--- config.mk ---
export PLATFORM = sky130hd
export DESIGN_NAME = fm_guard_pack_flat
export DESIGN_NICKNAME = d
export VERILOG_FILES = /design/src/rtl/diff_demo_pkg.sv /design/src/rtl/fm_guard_pack_if.sv /design/src/rtl/fm_pack_fifo.sv /design/src/rtl/fm_guard_pack.sv /design/src/flat_wrapper.sv
export SDC_FILE = /design/constraint.sdc
export NUM_CORES = 1
export LEC_CHECK = 0
export CAP_MARGIN = 20
export CORE_UTILIZATION = 25
export CTS_CLUSTER_DIAMETER = 40
export DETAILED_ROUTE_END_ITERATION = 16
export GPL_TIMING_DRIVEN = 0
export HOLD_SLACK_MARGIN = 0.1
export SLEW_MARGIN = 30
export SYNTH_ARGS = -nofsm -noshare
export SYNTH_HDL_FRONTEND = slang
export SYNTH_HIERARCHICAL = 1
export SYNTH_SLANG_ARGS = --single-unit
--- constraint.sdc ---
create_clock -name clk -period 10.7 [get_ports clk]
set_input_delay 2.14 -clock clk [delete_from_list [all_inputs] [get_ports clk]]
set_output_delay 2.14 -clock clk [all_outputs]
set_load 0.01 [all_outputs]
--- src/rtl/diff_demo_pkg.sv ---
// Shared constants and FSM state type for the psum guard/pack block.
package diff_demo_pkg;

  localparam int LANES  = 6;
  localparam int PSUM_W = 16;

  typedef enum logic [1:0] {
    IDLE  = 2'd0,
    RUN   = 2'd1,
    DRAIN = 2'd2
  } state_e;

endpackage

--- src/rtl/fm_guard_pack_if.sv ---
// Config, psum-beat and packed-output handshakes of fm_guard_pack.
interface fm_guard_pack_if #(
  parameter int LANES  = diff_demo_pkg::LANES,
  parameter int PSUM_W = diff_demo_pkg::PSUM_W
);

  logic                      cfg_valid;
  logic                      cfg_ready;
  logic [3:0]                cfg_shift_i;
  logic                      cfg_bit_mode_i;
  logic                      cfg_is_diff_i;

  logic                      psum_valid;
  logic                      psum_ready;
  logic [LANES*PSUM_W-1:0]   psum_data;
  logic [2:0]                psum_lanes;
  logic                      psum_last;

  logic                      out_valid;
  logic                      out_ready;
  logic [LANES*8-1:0]        out_data;
  logic [LANES-1:0]          out_guard;
  logic                      out_last;

  logic                      done;
  logic [15:0]               nz_total;

  modport master (
    output cfg_valid, cfg_shift_i, cfg_bit_mode_i, cfg_is_diff_i,
    input  cfg_ready,
    output psum_valid, psum_data, psum_lanes, psum_last,
    input  psum_ready,
    output out_ready,
    input  out_valid, out_data, out_guard, out_last,
    input  done, nz_total
  );

  modport slave (
    input  cfg_valid, cfg_shift_i, cfg_bit_mode_i, cfg_is_diff_i,
    output cfg_ready,
    input  psum_valid, psum_data, psum_lanes, psum_last,
    output psum_ready,
    input  out_ready,
    output out_valid, out_data, out_guard, out_last,
    output done, nz_total
  );

endinterface

--- src/rtl/fm_pack_fifo.sv ---
// Two-entry FIFO; the head reads as zero while empty so outputs are clean after reset.
module fm_pack_fifo #(
  parameter int W = 8
) (
  input  logic         clk,
  input  logic         rst,
  input  logic         push,
  input  logic [W-1:0] wr_data,
  input  logic         pop,
  output logic [W-1:0] rd_data,
  output logic [1:0]   count
);

  logic [W-1:0] mem [2];
  logic         wr_ptr;
  logic         rd_ptr;
  logic         do_push;
  logic         do_pop;

  assign do_push = push && (count != 2'd2);
  assign do_pop  = pop  && (count != 2'd0);

  // NOTE: sequential state uses non-blocking assignments so every flop samples pre-edge values.
  always_ff @(posedge clk) begin
    if (rst) begin
      wr_ptr <= 1'b0;
      rd_ptr <= 1'b0;
      count  <= 2'd0;
    end else begin
      if (do_push) wr_ptr <= ~wr_ptr;
      if (do_pop)  rd_ptr <= ~rd_ptr;
      case ({do_push, do_pop})
        2'b10:   count <= count + 2'd1;
        2'b01:   count <= count - 2'd1;
        default: count <= count;
      endcase
    end
  end

  // NOTE: storage is not reset; the empty-gated read below hides its power-up contents.
  always_ff @(posedge clk) begin
    if (do_push) mem[wr_ptr] <= wr_data;
  end

  assign rd_data = (count != 2'd0) ? mem[rd_ptr] : '0;

endmodule

--- src/rtl/fm_guard_pack.sv ---
// Quantizes signed psum lanes (round, shift, optional ReLU, saturate), flags non-zero
// lanes and queues packed beats through a 2-entry FIFO, counting non-zero lanes per frame.
module fm_guard_pack #(
  parameter int LANES  = diff_demo_pkg::LANES,
  parameter int PSUM_W = diff_demo_pkg::PSUM_W
) (
  input  logic            clk,
  input  logic            rst,
  fm_guard_pack_if.slave  bus
);

  import diff_demo_pkg::state_e;
  import diff_demo_pkg::IDLE;
  import diff_demo_pkg::RUN;
  import diff_demo_pkg::DRAIN;

  localparam int QW    = PSUM_W + 2;
  localparam int PAY_W = LANES * 8 + LANES + 1;

  state_e             state;
  logic [3:0]         shift_q;
  logic               bit_mode_q;
  logic               is_diff_q;
  logic [15:0]        nz_q;

  logic [1:0]         fifo_count;
  logic [PAY_W-1:0]   fifo_head;
  logic               psum_accept;
  logic               out_pop;

  int                 lanes_req;
  int                 eff_lanes;
  logic [LANES*8-1:0] lane_data;
  logic [LANES-1:0]   lane_guard;
  logic [16:0]        nz_sum;

  // Two guard bits of headroom keep round-then-shift exact for any psum and shift.
  function automatic logic [7:0] quant_lane(
    input logic signed [PSUM_W-1:0] psum,
    input logic [3:0]               shift,
    input logic                     bit_mode,
    input logic                     is_diff
  );
    logic signed [QW-1:0] ext;
    logic signed [QW-1:0] rnd;
    logic signed [QW-1:0] q;
    logic signed [QW-1:0] hi;
    logic signed [QW-1:0] lo;
    ext = {{2{psum[PSUM_W-1]}}, psum};
    rnd = '0;
    if (shift != 4'd0) rnd[shift - 4'd1] = 1'b1;
    q   = (ext + rnd) >>> shift;
    if (!is_diff && q[QW-1]) q = '0;
    hi  = bit_mode ? QW'(7)  : QW'(127);
    lo  = bit_mode ? QW'(-8) : QW'(-128);
    if (q > hi)      q = hi;
    else if (q < lo) q = lo;
    return q[7:0];
  endfunction

  assign bus.cfg_ready  = (state == IDLE);
  assign bus.psum_ready = (state == RUN) && (fifo_count < 2'd2);
  assign bus.done       = (state == DRAIN) && (fifo_count == 2'd0);
  assign bus.nz_total   = nz_q;

  assign psum_accept = bus.psum_valid && bus.psum_ready;
  assign out_pop     = bus.out_valid && bus.out_ready;

  assign lanes_req = int'(bus.psum_lanes);
  assign eff_lanes = ((lanes_req == 0) || (lanes_req > LANES)) ? LANES : lanes_req;

  // NOTE: every output of a combinational block gets a default first, otherwise a latch is inferred.
  always_comb begin
    lane_data  = '0;
    lane_guard = '0;
    for (int i = 0; i < LANES; i++) begin
      if (i < eff_lanes) begin
        lane_data[i*8 +: 8] = quant_lane(bus.psum_data[i*PSUM_W +: PSUM_W],
                                         shift_q, bit_mode_q, is_diff_q);
        lane_guard[i]       = (lane_data[i*8 +: 8] != 8'd0);
      end
    end
  end

  assign nz_sum = {1'b0, nz_q} + 17'($countones(lane_guard));

  always_ff @(posedge clk) begin
    if (rst) begin
      state      <= IDLE;
      shift_q    <= 4'd0;
      bit_mode_q <= 1'b0;
      is_diff_q  <= 1'b0;
      nz_q       <= 16'd0;
    end else begin
      case (state)
        IDLE: begin
          if (bus.cfg_valid) begin
            shift_q    <= bus.cfg_shift_i;
            bit_mode_q <= bus.cfg_bit_mode_i;
            is_diff_q  <= bus.cfg_is_diff_i;
            nz_q       <= 16'd0;
            state      <= RUN;
          end
        end
        RUN: begin
          if (psum_accept) begin
            nz_q <= nz_sum[16] ? 16'hFFFF : nz_sum[15:0];
            if (bus.psum_last) state <= DRAIN;
          end
        end
        DRAIN: begin
          if (fifo_count == 2'd0) state <= IDLE;
        end
        default: state <= IDLE;
      endcase
    end
  end

  fm_pack_fifo #(
    .W (PAY_W)
  ) u_fifo (
    .clk     (clk),
    .rst     (rst),
    .push    (psum_accept),
    .wr_data ({bus.psum_last, lane_guard, lane_data}),
    .pop     (out_pop),
    .rd_data (fifo_head),
    .count   (fifo_count)
  );

  assign bus.out_valid = (fifo_count != 2'd0);
  assign bus.out_data  = fifo_head[LANES*8-1:0];
  assign bus.out_guard = fifo_head[LANES*8 +: LANES];
  assign bus.out_last  = fifo_head[PAY_W-1];

endmodule

--- src/flat_wrapper.sv ---
// flat-port wrapper written by rule: the top's interface ports become plain ports
module fm_guard_pack_flat import diff_demo_pkg::state_e; import diff_demo_pkg::IDLE; import diff_demo_pkg::RUN; import diff_demo_pkg::DRAIN;
#(
  parameter int LANES  = diff_demo_pkg::LANES,
  parameter int PSUM_W = diff_demo_pkg::PSUM_W
)
  (clk, rst, bus_cfg_valid, bus_cfg_shift_i, bus_cfg_bit_mode_i, bus_cfg_is_diff_i, bus_cfg_ready, bus_psum_valid, bus_psum_data, bus_psum_lanes, bus_psum_last, bus_psum_ready, bus_out_ready, bus_out_valid, bus_out_data, bus_out_guard, bus_out_last, bus_done, bus_nz_total);
  fm_guard_pack_if #(.LANES(LANES), .PSUM_W(PSUM_W)) bus_i ();
  input  logic clk;
  input  logic rst;
  input wire logic [$bits(bus_i.cfg_valid)-1:0] bus_cfg_valid;
  input wire logic [$bits(bus_i.cfg_shift_i)-1:0] bus_cfg_shift_i;
  input wire logic [$bits(bus_i.cfg_bit_mode_i)-1:0] bus_cfg_bit_mode_i;
  input wire logic [$bits(bus_i.cfg_is_diff_i)-1:0] bus_cfg_is_diff_i;
  output wire logic [$bits(bus_i.cfg_ready)-1:0] bus_cfg_ready;
  input wire logic [$bits(bus_i.psum_valid)-1:0] bus_psum_valid;
  input wire logic [$bits(bus_i.psum_data)-1:0] bus_psum_data;
  input wire logic [$bits(bus_i.psum_lanes)-1:0] bus_psum_lanes;
  input wire logic [$bits(bus_i.psum_last)-1:0] bus_psum_last;
  output wire logic [$bits(bus_i.psum_ready)-1:0] bus_psum_ready;
  input wire logic [$bits(bus_i.out_ready)-1:0] bus_out_ready;
  output wire logic [$bits(bus_i.out_valid)-1:0] bus_out_valid;
  output wire logic [$bits(bus_i.out_data)-1:0] bus_out_data;
  output wire logic [$bits(bus_i.out_guard)-1:0] bus_out_guard;
  output wire logic [$bits(bus_i.out_last)-1:0] bus_out_last;
  output wire logic [$bits(bus_i.done)-1:0] bus_done;
  output wire logic [$bits(bus_i.nz_total)-1:0] bus_nz_total;
  assign bus_i.cfg_valid = bus_cfg_valid;
  assign bus_i.cfg_shift_i = bus_cfg_shift_i;
  assign bus_i.cfg_bit_mode_i = bus_cfg_bit_mode_i;
  assign bus_i.cfg_is_diff_i = bus_cfg_is_diff_i;
  assign bus_cfg_ready = bus_i.cfg_ready;
  assign bus_i.psum_valid = bus_psum_valid;
  assign bus_i.psum_data = bus_psum_data;
  assign bus_i.psum_lanes = bus_psum_lanes;
  assign bus_i.psum_last = bus_psum_last;
  assign bus_psum_ready = bus_i.psum_ready;
  assign bus_i.out_ready = bus_out_ready;
  assign bus_out_valid = bus_i.out_valid;
  assign bus_out_data = bus_i.out_data;
  assign bus_out_guard = bus_i.out_guard;
  assign bus_out_last = bus_i.out_last;
  assign bus_done = bus_i.done;
  assign bus_nz_total = bus_i.nz_total;
  fm_guard_pack #(.LANES(LANES), .PSUM_W(PSUM_W)) u_core (.clk(clk), .rst(rst), .bus(bus_i));
endmodule
==> impl_metrics.yaml <==
timing:
  finalClockSkew_ps: 10.2
  hold_viol: 0
  finalCritPeriodShare_pct: 99.1
  period_needed_ps: 10610
  fin_setup_tns_ps: 0
  worst_pin_slew_ps: 1180
  fmax_ghz: 0.0943
  slew_headroom_pct: 21.3
  maxSlewViolCount: 0
  setup-violations-final: 0
cts:
  cts_sinks: 139
  tritoncts: "built"
  htreeDepth: 4
  root_buffer: "clkbuf_16"
  hold_buffers: 0
  cts_made_buffers: 17
  clk_path_buf_depth: 2
  clock_latency_ps: 420
  cts.clk_slew.worst_paths_ps: 60
yosys:
  synth-simple-area-share_pct: 23.3
  synth_most_common_cell: "nor2_1"
  netlist_area_um2: 22500
  synth_warnings: 6
  synth_fa_ha_area_share_pct: 9.45
  synth_area_leader_cell: "edfxtp_1"
  synth_common_cells: "nor2_1, nand2_1, a21oi_1"
  yosys.area.top_type_share_pct: 14.7
  muxShareOfSynthArea_pct: 6.36
  synth_seq_cells: 139
  synth_cell_types: 122
  netlist_instances: 2933
  async_flop_share_pct: 0
  synth-compound-area-share_pct: 36.3
  avgSynthCellArea_um2: 7.69
  synth_top_family_by_area: "compound AO/OA/AOI/OAI gates"
  synthXorXnorAreaFrac_pct: 2.37
  synth_area_leaders: "edfxtp_1, ha_1, nor2_1, a21oi_1, mux2i_1"
  yosysSeqAreaShare_pct: 17.2
  synthFlopType: "edfxtp_1"
  synth_edf_count: 110
routing:
  drtAntennaViolNets: 0
  met2_length_um: 54500
  drtPass1Iterations: 6
  drt_iter0_drc: 3374
  wl_per_cell_um: 30.2
  vias: 27000
  wl_um: 132000
  routed.top_layer: "met5"
  wl_met3_um: 12400
  drc: 0
  routed_via_density: 6.20
  met1_length_um: 56500
power:
  p_leak_nw: 10.3
  p_per_area_nw_per_um2: 95.0
  peakVddDrop_mv: 0.0792
grt:
  grt_overflow_total: 0
  antenna_found_initial: 4
  grt_use_total_pct: 27.9
  grt_pass1_vias: 24800
  grt_pass1_wl_um: 184000
  grt_start_max_net_pins: 32
floorplan:
  start_util_pct: 25.4
  fp.coreArea_um2: 88800
  ioPinCount: 186
  fp.dieH_um: 302
  row_count: 109
  die-width_um: 302
  die-area_um2: 91400
placement:
  dp_hpwl_um: 103000
  gp_congestion: 1.05
  portBuffers: 177
worst_setup_path:
  path_common_cell: "clkbuf_1"
  slowest_stage: "clkbuf_1"
  critical_path_class: "register to register"
  required_ps: 11050
  critPathBufInv: 8
  arrival_ps: 10960
  endpoint_kind: "register"
  worst_setup_path_start_kind: "register"
  cp_max_fo: 10
  slowest_delay_ps: 880
  cp_top_family: "buffers and inverters"
finish:
  fin_util_pct: 31.5
  nNetsFinal: 3451
  fill_cells: 9514
  area_growth_pct: 24.2
  drive_above_1_share_pct: 13.5
min_path:
  hold_path.class: "register to register"
flow_run:
  maxCapViolCount: 0
status:
  outcome: "complete, no violations"
[cell usage in the layout (no fill, tap or decap), types with 26 or more instances in the layout]
master,instances
nand2b_1,37
and2_1,34
a21o_1,61
or2_2,27
a211o_1,32
inv_1,73
and3_1,35
o211ai_1,48
nand2_1,200
clkbuf_1,95
a211oi_1,73
o21ai_0,143
ha_1,144
nor3_1,103
clkbuf_2,28
nor2_1,286
mux2i_1,87
or3_1,34
edfxtp_1,110
dfxtp_1,27
a31oi_1,40
buf_4,49
nand3_1,92
nor4_1,26
clkdlybuf4s50_1,177
o21a_1,43
xnor2_1,44
a21oi_1,192
a221oi_1,26
[layout make-up]
cell class | instances | area (µm²) | area share, %
Sequential cell | 139 | 3890 | 13.9
Tap cell | 1165 | 1460 | 5.21
Buffer | 190 | 945 | 3.38
Clock buffer | 17 | 425 | 1.52
Clock inverter | 15 | 153 | 0.545
Inverter | 80 | 313 | 1.12
Antenna cell | 2 | 5.00 | 0.0179
Timing Repair Buffer | 230 | 2360 | 8.43
Multi-Input combinational cell | 2526 | 18400 | 65.9
[registers in the layout, indices dropped and copies added, names as in the netlist, named ones only]
register and count:
u_core/state 2, u_core/u_fifo/wr_ptr 1, u_core/shift_q 4, u_core/u_fifo/mem 110
u_core/bus.nz_total 16, u_core/bit_mode_q 1, u_core/u_fifo/count 2, u_core/is_diff_q 1
u_core/u_fifo/rd_ptr 1
[cell families (layout without fill, tap and decap cells)]
| kind of cell | Yosys count | count (layout) |
|---|---|---|
| compound gates | 1115 | 1115 |
| xor+xnor | 61 | 61 |
| fa+ha+maj | 166 | 166 |
| buf+inv | 278 | 532 |
| flops | 139 | 139 |
| mux | 121 | 121 |
| other cells | 2 | 14 |
| simple gates | 1051 | 1051 |
[final timing paths]
check,from,end,slack [ps],depth (start not counted)
min reg2reg,u_core/state[1],u_core/state[0],510,1
max reg2reg,u_core/shift_q[3],u_core/bus.nz_total[6],90,31
max,u_core/shift_q[3],u_core/bus.nz_total[6],90,31
min,u_core/state[1],u_core/state[0],510,1
[power breakdown]
part / internal, W / total (W) / switching (W)
combinational: 0.000487 / 0.00146 / 0.000974
sequential: 0.000621 / 0.000631 / 0.00000973
clock: 0.000329 / 0.000567 / 0.000238
total: 0.00144 / 0.00266 / 0.00122
[metrics by stage]
stage | power (W) | hold WS [ps] | cell area (µm²) | setup slack (ps) | instances
2_1_floorplan | 0.00143 | 459 | 22600 | 922 | 2943
3_3_place_gp | 0.00197 | 483 | 25800 | -4910 | 4285
3_5_place_dp | 0.00197 | 494 | 26300 | -2900 | 4304
4_1_cts | 0.00258 | 502 | 27400 | 18.5 | 4350
5_1_grt | 0.00276 | 533 | 28000 | -11.1 | 4363
6_report | 0.00266 | 506 | 28000 | 92.0 | 4364
[worst register-to-register path: cells and delay by family, from the launching register on]
kind                     cells  cell delay, ps
buffers and inverters        8            4730
adder cells (fa/ha/maj)      5            2130
AND/OR/NAND/NOR             12            1850
AO/OA/AOI/OAI                6            1310
flip-flops                   1             520
[metal layers]
metal  vias up  global-route usage (%)
li1      12000                       -
met3       342                    4.55
met5         -                       0
met4         4                    14.6
met2      1620                    41.3
met1     13000                    38.5
[what timing repair did]
action                                 4_1_cts  5_1_grt
setup endpoints to repair                   16       16
pin swaps                                   13       22
endpoints found under the hold margin        0        0
resized for setup                           96      115
buffers inserted                            17       17
Power figures use the tool's default switching activity.
